File: src/rtl/uv_spi_apb_arb.sv
// Shares one SPI controller APB register port between CPU (port 0) and DMA (port 1), round-robin with ownership hold.
// Latency: request seen in IDLE -> SETUP next cycle -> ACCESS the cycle after; completes on spi_pready or watchdog timeout.
// Backpressure: the losing port's request simply waits (pready held low); one transfer in flight, one IDLE cycle between transfers.
module uv_spi_apb_arb #(
    parameter int ALEN     = 12,
    parameter int DLEN     = 32,
    parameter int MLEN     = DLEN / 8,
    parameter int HOLD_MAX = 4,
    parameter int TMO_CYC  = 255
) (
    input  logic            clk,
    input  logic            rst_n,
    // upstream port 0 (CPU)
    input  logic            m0_psel,
    input  logic            m0_penable,
    input  logic            m0_pwrite,
    input  logic [2:0]      m0_pprot,
    input  logic [ALEN-1:0] m0_paddr,
    input  logic [MLEN-1:0] m0_pstrb,
    input  logic [DLEN-1:0] m0_pwdata,
    output logic [DLEN-1:0] m0_prdata,
    output logic            m0_pready,
    output logic            m0_pslverr,
    // upstream port 1 (DMA / flash loader)
    input  logic            m1_psel,
    input  logic            m1_penable,
    input  logic            m1_pwrite,
    input  logic [2:0]      m1_pprot,
    input  logic [ALEN-1:0] m1_paddr,
    input  logic [MLEN-1:0] m1_pstrb,
    input  logic [DLEN-1:0] m1_pwdata,
    output logic [DLEN-1:0] m1_prdata,
    output logic            m1_pready,
    output logic            m1_pslverr,
    // downstream toward the SPI controller
    output logic            spi_psel,
    output logic            spi_penable,
    output logic            spi_pwrite,
    output logic [2:0]      spi_pprot,
    output logic [ALEN-1:0] spi_paddr,
    output logic [MLEN-1:0] spi_pstrb,
    output logic [DLEN-1:0] spi_pwdata,
    input  logic [DLEN-1:0] spi_prdata,
    input  logic            spi_pready,
    input  logic            spi_pslverr,
    // status
    output logic            arb_owner,
    output logic            arb_busy
);

    typedef enum logic [1:0] {
        ST_IDLE   = 2'd0,
        ST_SETUP  = 2'd1,
        ST_ACCESS = 2'd2
    } state_t;

    state_t      r_state;
    state_t      w_state_nxt;
    logic        r_own;
    logic [3:0]  r_hold_cnt;
    logic [15:0] r_tmo_cnt;

    logic        w_grant;
    logic        w_keep;
    logic        w_start;
    logic        w_tmo;
    logic        w_done;
    logic        w_err;
    logic [DLEN-1:0] w_rdata;

    // Request-phase penable is not needed: a request is psel alone.
    logic        w_unused;
    assign w_unused = m0_penable ^ m1_penable;

    // Owner may keep the port only if it has actually been granted since reset
    // (hold_cnt of 0 means nobody owns it yet, so the other port goes first).
    assign w_keep = (r_hold_cnt != 4'd0) && (r_hold_cnt < 4'(HOLD_MAX));

    assign w_tmo  = (r_state == ST_ACCESS) && !spi_pready &&
                    (r_tmo_cnt == 16'(TMO_CYC - 1));
    assign w_done = (r_state == ST_ACCESS) && (spi_pready || w_tmo);
    assign w_start = (r_state == ST_IDLE) && (w_state_nxt == ST_SETUP);

    // State register
    always_ff @(posedge clk or negedge rst_n) begin
        if (!rst_n) begin
            r_state <= ST_IDLE;
        end else begin
            r_state <= w_state_nxt;
        end
    end

    // Next state and grant decision (grant only meaningful in IDLE)
    always_comb begin
        w_state_nxt = r_state;
        w_grant     = r_own;
        case (r_state)
            ST_IDLE: begin
                if (m0_psel || m1_psel) begin
                    w_state_nxt = ST_SETUP;
                    if (m0_psel && m1_psel) begin
                        w_grant = w_keep ? r_own : ~r_own;
                    end else begin
                        w_grant = m1_psel;
                    end
                end
            end
            ST_SETUP: begin
                w_state_nxt = ST_ACCESS;
            end
            ST_ACCESS: begin
                if (spi_pready || w_tmo) begin
                    w_state_nxt = ST_IDLE;
                end
            end
            default: begin
                w_state_nxt = ST_IDLE;
            end
        endcase
    end

    // Latch the winner and track how many consecutive grants it has had
    always_ff @(posedge clk or negedge rst_n) begin
        if (!rst_n) begin
            r_own      <= 1'b0;
            r_hold_cnt <= 4'd0;
        end else if (w_start) begin
            r_own <= w_grant;
            if (w_grant != r_own) begin
                r_hold_cnt <= 4'd1;
            end else if (r_hold_cnt != 4'd15) begin
                r_hold_cnt <= r_hold_cnt + 4'd1;
            end
        end
    end

    // Watchdog: counts ACCESS cycles without pready, restarted in SETUP
    always_ff @(posedge clk or negedge rst_n) begin
        if (!rst_n) begin
            r_tmo_cnt <= 16'd0;
        end else if (r_state == ST_SETUP) begin
            r_tmo_cnt <= 16'd0;
        end else if ((r_state == ST_ACCESS) && !spi_pready) begin
            r_tmo_cnt <= r_tmo_cnt + 16'd1;
        end
    end

    // Downstream: phase from state, payload from the owning port
    assign spi_psel    = (r_state != ST_IDLE);
    assign spi_penable = (r_state == ST_ACCESS);
    assign spi_pwrite  = r_own ? m1_pwrite : m0_pwrite;
    assign spi_pprot   = r_own ? m1_pprot  : m0_pprot;
    assign spi_paddr   = r_own ? m1_paddr  : m0_paddr;
    assign spi_pstrb   = r_own ? m1_pstrb  : m0_pstrb;
    assign spi_pwdata  = r_own ? m1_pwdata : m0_pwdata;

    // Upstream: only the owner sees completion; a watchdog completion
    // returns an error with zero data.
    assign w_err   = spi_pready ? spi_pslverr : 1'b1;
    assign w_rdata = (spi_psel && !w_tmo) ? spi_prdata : '0;

    assign m0_pready  = w_done && !r_own;
    assign m1_pready  = w_done &&  r_own;
    assign m0_pslverr = w_done && !r_own && w_err;
    assign m1_pslverr = w_done &&  r_own && w_err;
    assign m0_prdata  = r_own ? '0 : w_rdata;
    assign m1_prdata  = r_own ? w_rdata : '0;

    assign arb_owner = r_own;
    assign arb_busy  = spi_psel;

endmodule

File: config.mk
export PLATFORM = sky130hd
export DESIGN_NAME = uv_spi_apb_arb
export DESIGN_NICKNAME = d
export VERILOG_FILES = /design/src/rtl/uv_spi_apb_arb.sv
export SDC_FILE = /design/constraint.sdc
export NUM_CORES = 1
export LEC_CHECK = 0
export CAP_MARGIN = 5
export CORE_AREA = 2 2 104 106
export CTS_CLUSTER_SIZE = 28
export DETAILED_ROUTE_END_ITERATION = 12
export DIE_AREA = 0 0 106 108
export MAX_ROUTING_LAYER = met4
export PLACE_DENSITY = 0.77
export SYNTH_ARGS = -nofsm -noshare
export SYNTH_HDL_FRONTEND = slang
export SYNTH_SLANG_ARGS = --single-unit
File: constraint.sdc
create_clock -name clk -period 2.4 [get_ports clk]
set_input_delay 0.24 -clock clk [delete_from_list [all_inputs] [get_ports clk]]
set_output_delay 0.24 -clock clk [all_outputs]
set_load 0.1 [all_outputs]
---- Yosys cells after proc, flatten, opt, wreduce, memory -nomap -nowiden ----
Index checks and enable logic that the tools add are counted.
operators by class
  eq/ne operators ......................... 6
  reductions and logical operators ........ 22
  $add $sub $neg .......................... 2
  bitwise logic cells ..................... 1
  magnitude comparators ................... 1
  mux-type cells .......................... 20
operators by type and width
  operator                                                     number
  two-way mux 32 bit                                           4
  two-way mux 16 bit                                           2
  adder 16 x 1 -> 16 bit (second input constant)               1
  equality test 16 x 8 -> 1 bit (second input constant)        1
  two-way mux 12 bit                                           1
  two-way mux 4 bit                                            3
  logical AND 1 bit                                            11
  two-way mux 1 bit                                            6
  one-hot mux 2 bit (3 select lines)                           1
  nonzero test 2 bit                                           3
  adder 4 x 1 -> 4 bit (second input constant)                 1
  equality test 2 x 1 -> 1 bit (second input constant)         2
  less-than comparator 4 x 3 -> 1 bit (second input constant)  1
  two-way mux 2 bit                                            2
  inequality test 4 bit (second input constant)                1
  nonzero test 4 bit                                           1
  logical NOT 1 bit                                            3
  two-way mux 3 bit                                            1
  equality test 2 bit (second input constant)                  1
  logical NOT 2 bit                                            1
  logical OR 1 bit                                             2
  AND reduction 2 bit                                          1
  inequality test 1 bit                                        1
  NOT 1 bit                                                    1
word-level totals
  word-level logic and storage cells ...... 56
  bits in registers ....................... 23
  output and inout port bits .............. 124
  input bits .............................. 144

---- Longest topological paths before layout ----
  depth after elaboration ................. 9
  depth in mapped cells ................... 7
  gate-level depth less buffers ........... 6

---- Worst setup path before layout ----
Ideal clock, no wire load.
  path kind ............................... reg2out
  from .................................... reg r_own, in the netlist arb_owner
  to ...................................... out m0_pready
  arrival ................................. 3.539 ns
  cell stages (with the launch flop) ...... 5
  path buffers ............................ 3
  data required time ...................... 2.160 ns
  setup slack ............................. -1.379 ns
  cells stage by stage .................... dfrtp_1 -> clkbuf_1 -> buf_2 -> buf_1 -> nor3_1
between the ends
  longest elaborated chain between the ends .. 2
ends and longest elaborated chain
  element                 RTL line  source
  from (decl)             59        logic r_own;
  from (signal assigned)  128       r_own <= w_grant;
  logical NOT 1 bit       162       assign m0_pready = w_done && !r_own;
  logical AND 1 bit       162
  to (decl)               22        output logic m0_pready,
No other way between the ends.

---- Final worst setup path ----
  from .................................... reg r_tmo_cnt[0]
  to ...................................... out m0_prdata[23]
between the ends
  longest elaborated chain between the ends .. 6
ends and longest elaborated chain
  element                        RTL line  source
  from (decl)                    61        logic [15:0] r_tmo_cnt;
  from (signal assigned)         144       r_tmo_cnt <= r_tmo_cnt + 16'd1;
  equality test 16 x 8 -> 1 bit  80        (r_tmo_cnt == 16'(TMO_CYC - 1));
  logical AND 1 bit              79        assign w_tmo = (r_state == ST_ACCESS) && !spi_pready &&
  logical NOT 1 bit              160       assign w_rdata = (spi_psel && !w_tmo) ? spi_prdata : '0;
  logical AND 1 bit              160
  two-way mux 32 bit             160
  two-way mux 32 bit             166       assign m0_prdata = r_own ? '0 : w_rdata;
  to (decl)                      21        output logic [DLEN-1:0] m0_prdata,
No other way between the ends.

==> summary.md <==
| Metric | Value |
|---|---|
| Number of pins exceeding their max-slew limit in the final report | 0 |
| Number of maximum-capacitance violations | 0 |
| Sequential cell area fraction in the yosys report | 24.39% |
| Avg Vias per Cell | 4.838 |
| Antenna-violating nets left | 0 |
| Max Buffers Root-to-Sink | 2 |
| Global Route met3 Usage | 4.762% |
| Total overflow reported by the global router | 0 |
| Synth area leaders | sky130_fd_sc_hd__mux2_2 (25%), sky130_fd_sc_hd__dfrtp_1 (24%), sky130_fd_sc_hd__and2_1 (17%) |
| Number of flops mapped to enable cells by yosys | 0 |
| Routed len/inst | 19.72 um |
| Top FF cell, synth | sky130_fd_sc_hd__dfrtp_1 |
| Antenna cell count | 0 |
| Final setup fails | 0 |
| Slew headroom | 59.91% |
| Share of layout cells above drive strength 1 | 50.28% |
| Clock insertion delay at the later pin of the skew report | 0.27 ns |
| Post-Syn Nets | about 420 |
| Class of the tightest hold or removal check | in -> async |
| Top-Level Pins | approximately 270 |
| Starting DRT DRC Count | 255 |
| Number of buffers inserted for hold repair after clock tree synthesis | 0 |
| Final-report hold violation count | 0 |
| Cell taking the most area after synthesis | sky130_fd_sc_hd__mux2_2 |
| Maximum clock frequency | 0.4196 GHz |
| Net count, final | 690 |
| Reg area | 581.8 um2 |
| Critical path arrival | 2.14 ns |
| Post-synth cell types | 38 |
| Worst setup SP type | flop |
| Critical path endpoint category | primary output |
| Area occupied by multi-input gates | 1877 um2 |
| TritonCTS clock tree | done |
| Final hold slack | 0.3258 ns |
| Global-route usage over all layers | 22.29% |
| Number of global-route vias before repair | 3299 |
| Endpoint required time on the critical path | between 2 and 2.5 ns |
| Leading post-synthesis cells by instance count | sky130_fd_sc_hd__and2_1 (66), sky130_fd_sc_hd__mux2_2 (52), sky130_fd_sc_hd__dfrtp_1 (23), sky130_fd_sc_hd__o21ai_0 (13), sky130_fd_sc_hd__nand2_1 (12) |
| RSZ-0062 raised after global routing | true |
| Routed vias | between 3k and 4k |
| Floorplan die width | 106 um |
| Total Die Area | 11450 um2 |
| Core box area | 10230 um2 |
| Chip height | 108 um |
| Met1 Usage GRT | 24.74% |
| Status | finished clean |
| Most common cell in the synthesized netlist | sky130_fd_sc_hd__and2_1 |
| Clk sink count | 23 |
| Detailed-router iteration count before antenna repair | 4 |
| Syn-to-layout area delta | 186.3% |
| Wire length of the first global-routing pass | 18900 um |
| Maximum fanout encountered on the critical timing path | 8 |
| Async S/R FF share, synth | 100.0% |
| TritonCTS buffer count | 3 |
| GRT busiest layer | met2 |
| Initial antenna violation count | 0 |
| Number of fillers in the final layout | 745 |
| DPL Wire Length | between 10000 and 15000 um |
| GRT met2 Usage | between 40% and 50% |
| Number of port buffers | 265 |
| Number of cells produced by synthesis | 271 |
| Max H-tree Level | 1 |
| Final RePlAce weighted congestion | around 0.86 |
| Portion of synthesized cell area occupied by the leading cell type | 24.81% |
| Post-synthesis area per instance | roughly 8.7 um2 |
| CTS clk-pin slew, worst paths | 0.08 ns |
| Worst reg-to-reg path cell count | 5 |
| Root Driver | sky130_fd_sc_hd__clkbuf_8 |
| Starting density of the core | 23.06% |
| Post-route DRC | 0 |
| Min Tclk post-route | 2.383 ns |
| Warning count from the yosys run | 0 |
| Placement row count | 37 |
| Cell area after synthesis | ~2400 um2 |
| Setup clock skew after layout | 0.003344 ns |
| Total Neg Setup Slack | 0 ns |
| Type of the worst setup path | reg -> out |
| Crit share post-route | 99.31% |
| Slew at the pin closest to its max-slew limit | between 0.5 and 0.6 ns |
| Total routed wirelength | 13350 um |
| Number of flip-flops and latches in the synthesized netlist | 23 |
| Pin count of the biggest net entering global routing | 33 |
worst max-delay path, stage by stage (launching register included):
cell and delay, ns:
sky130_fd_sc_hd__dfrtp_2 0.44, sky130_fd_sc_hd__inv_2 0.09, sky130_fd_sc_hd__ha_4 0.12, sky130_fd_sc_hd__nor4b_4 0.17, sky130_fd_sc_hd__and4_4 0.30, sky130_fd_sc_hd__a211oi_4 0.07
sky130_fd_sc_hd__buf_6 0.16, sky130_fd_sc_hd__buf_12 0.13, sky130_fd_sc_hd__and2_2 0.21, sky130_fd_sc_hd__buf_12 0.17
placed cells by master, fill, tap and decap left out, types with 2 or more instances in the layout:
cell	count
sky130_fd_sc_hd__o21ai_0	13
sky130_fd_sc_hd__clkdlybuf4s50_1	141
sky130_fd_sc_hd__ha_1	3
sky130_fd_sc_hd__o31ai_1	4
sky130_fd_sc_hd__dfrtp_1	20
sky130_fd_sc_hd__clkbuf_16	2
sky130_fd_sc_hd__o41ai_1	4
sky130_fd_sc_hd__nand2_1	12
sky130_fd_sc_hd__and2_1	4
sky130_fd_sc_hd__mux2i_1	5
sky130_fd_sc_hd__buf_4	13
sky130_fd_sc_hd__nor3_4	2
sky130_fd_sc_hd__nor2b_1	3
sky130_fd_sc_hd__and2_4	23
sky130_fd_sc_hd__and4_1	2
sky130_fd_sc_hd__buf_6	2
sky130_fd_sc_hd__o211ai_1	4
sky130_fd_sc_hd__nor3_1	4
sky130_fd_sc_hd__clkbuf_8	3
sky130_fd_sc_hd__nand3_1	9
sky130_fd_sc_hd__dfrtp_2	2
sky130_fd_sc_hd__nor2_4	2
sky130_fd_sc_hd__buf_12	123
sky130_fd_sc_hd__nand4_1	5
sky130_fd_sc_hd__nand2b_1	3
sky130_fd_sc_hd__o311ai_0	3
sky130_fd_sc_hd__and3_1	2
sky130_fd_sc_hd__inv_1	9
sky130_fd_sc_hd__mux2_2	52
sky130_fd_sc_hd__and2_2	39
sky130_fd_sc_hd__nor2_1	5
sky130_fd_sc_hd__a21oi_1	4
cell families (layout without fill, tap and decap cells):
family / Yosys count / count (layout) / synth area share [%]
and+or+nand+nor: 121 / 121 / 30.44
muxes: 57 / 57 / 26.94
AOI/OAI and AO/OA: 40 / 40 / 11.56
buffers and inverters: 25 / 295 / 4.189
DFF: 23 / 23 / 24.39
adders and majority gates: 4 / 4 / 2.121
xor gates and xnor gates: 1 / 1 / 0.3712
registers in the layout, indices dropped and copies added (netlist names):
name and flops:
arb_owner 1, r_hold_cnt 4, r_state 2, r_tmo_cnt 16
final timing paths:
path | from | endpoint | slack (ns)
worst max-delay path | r_tmo_cnt[0] | m0_prdata[23] | 0.02
worst min register to register | r_tmo_cnt[7] | r_tmo_cnt[7] | 0.52
worst max register to register | r_state[0] | r_hold_cnt[2] | 0.26
max in group asynchronous | rst_n | arb_owner | 1.82
min in group clk | r_tmo_cnt[7] | r_tmo_cnt[7] | 0.52
worst min-delay path | rst_n | r_tmo_cnt[6] | 0.33
through the flow:
| stage | area (um2) | setup slack [ns] | utilization, % | instances |
|---|---|---|---|---|
| 4_1_cts | 6600 | 0.02954 | 64.51 | 669 |
| 3_5_place_dp | 6536 | 0.2030 | 63.89 | 665 |
| 6_report | 6756 | 0.01660 | 66.04 | 677 |
| 3_3_place_gp | 6536 | 0.2198 | 63.89 | 665 |
| 5_1_grt | 6756 | -0.03704 | 66.04 | 677 |
| 2_1_floorplan | 2477 | 0.002185 | - | 271 |
cell type report:
class,count,share of cell area [%]
tap,136,2.519
clock inverter,1,0.07407
timing repair buffer,281,59.85
inverter,10,0.5556
clock buffer,3,0.6111
multi-input combinational,223,27.78
sequential,23,8.611
layer usage:
| metal | routed length (um) | vias up | share of wire [%] |
|---|---|---|---|
| met3 | 1134 | 15 | 8.5 |
| li1 | - | 1522 | - |
| met5 | 0 | - | 0 |
| met2 | 7328 | 190 | 55 |
| met1 | 4730 | 1548 | 35 |
| met4 | 158 | 0 | 1.2 |
timing repair:
action                                  CTS  global route
endpoints found under the hold margin     0             0
gates resized for setup                   5            29
buffers inserted                          0             5
endpoints found under the setup margin   64            64
cloned                                    0             3
pin swaps                                 3             3
Power is not shown: default switching activity piles up to over one toggle a cycle in this logic, so the estimate is an artifact.
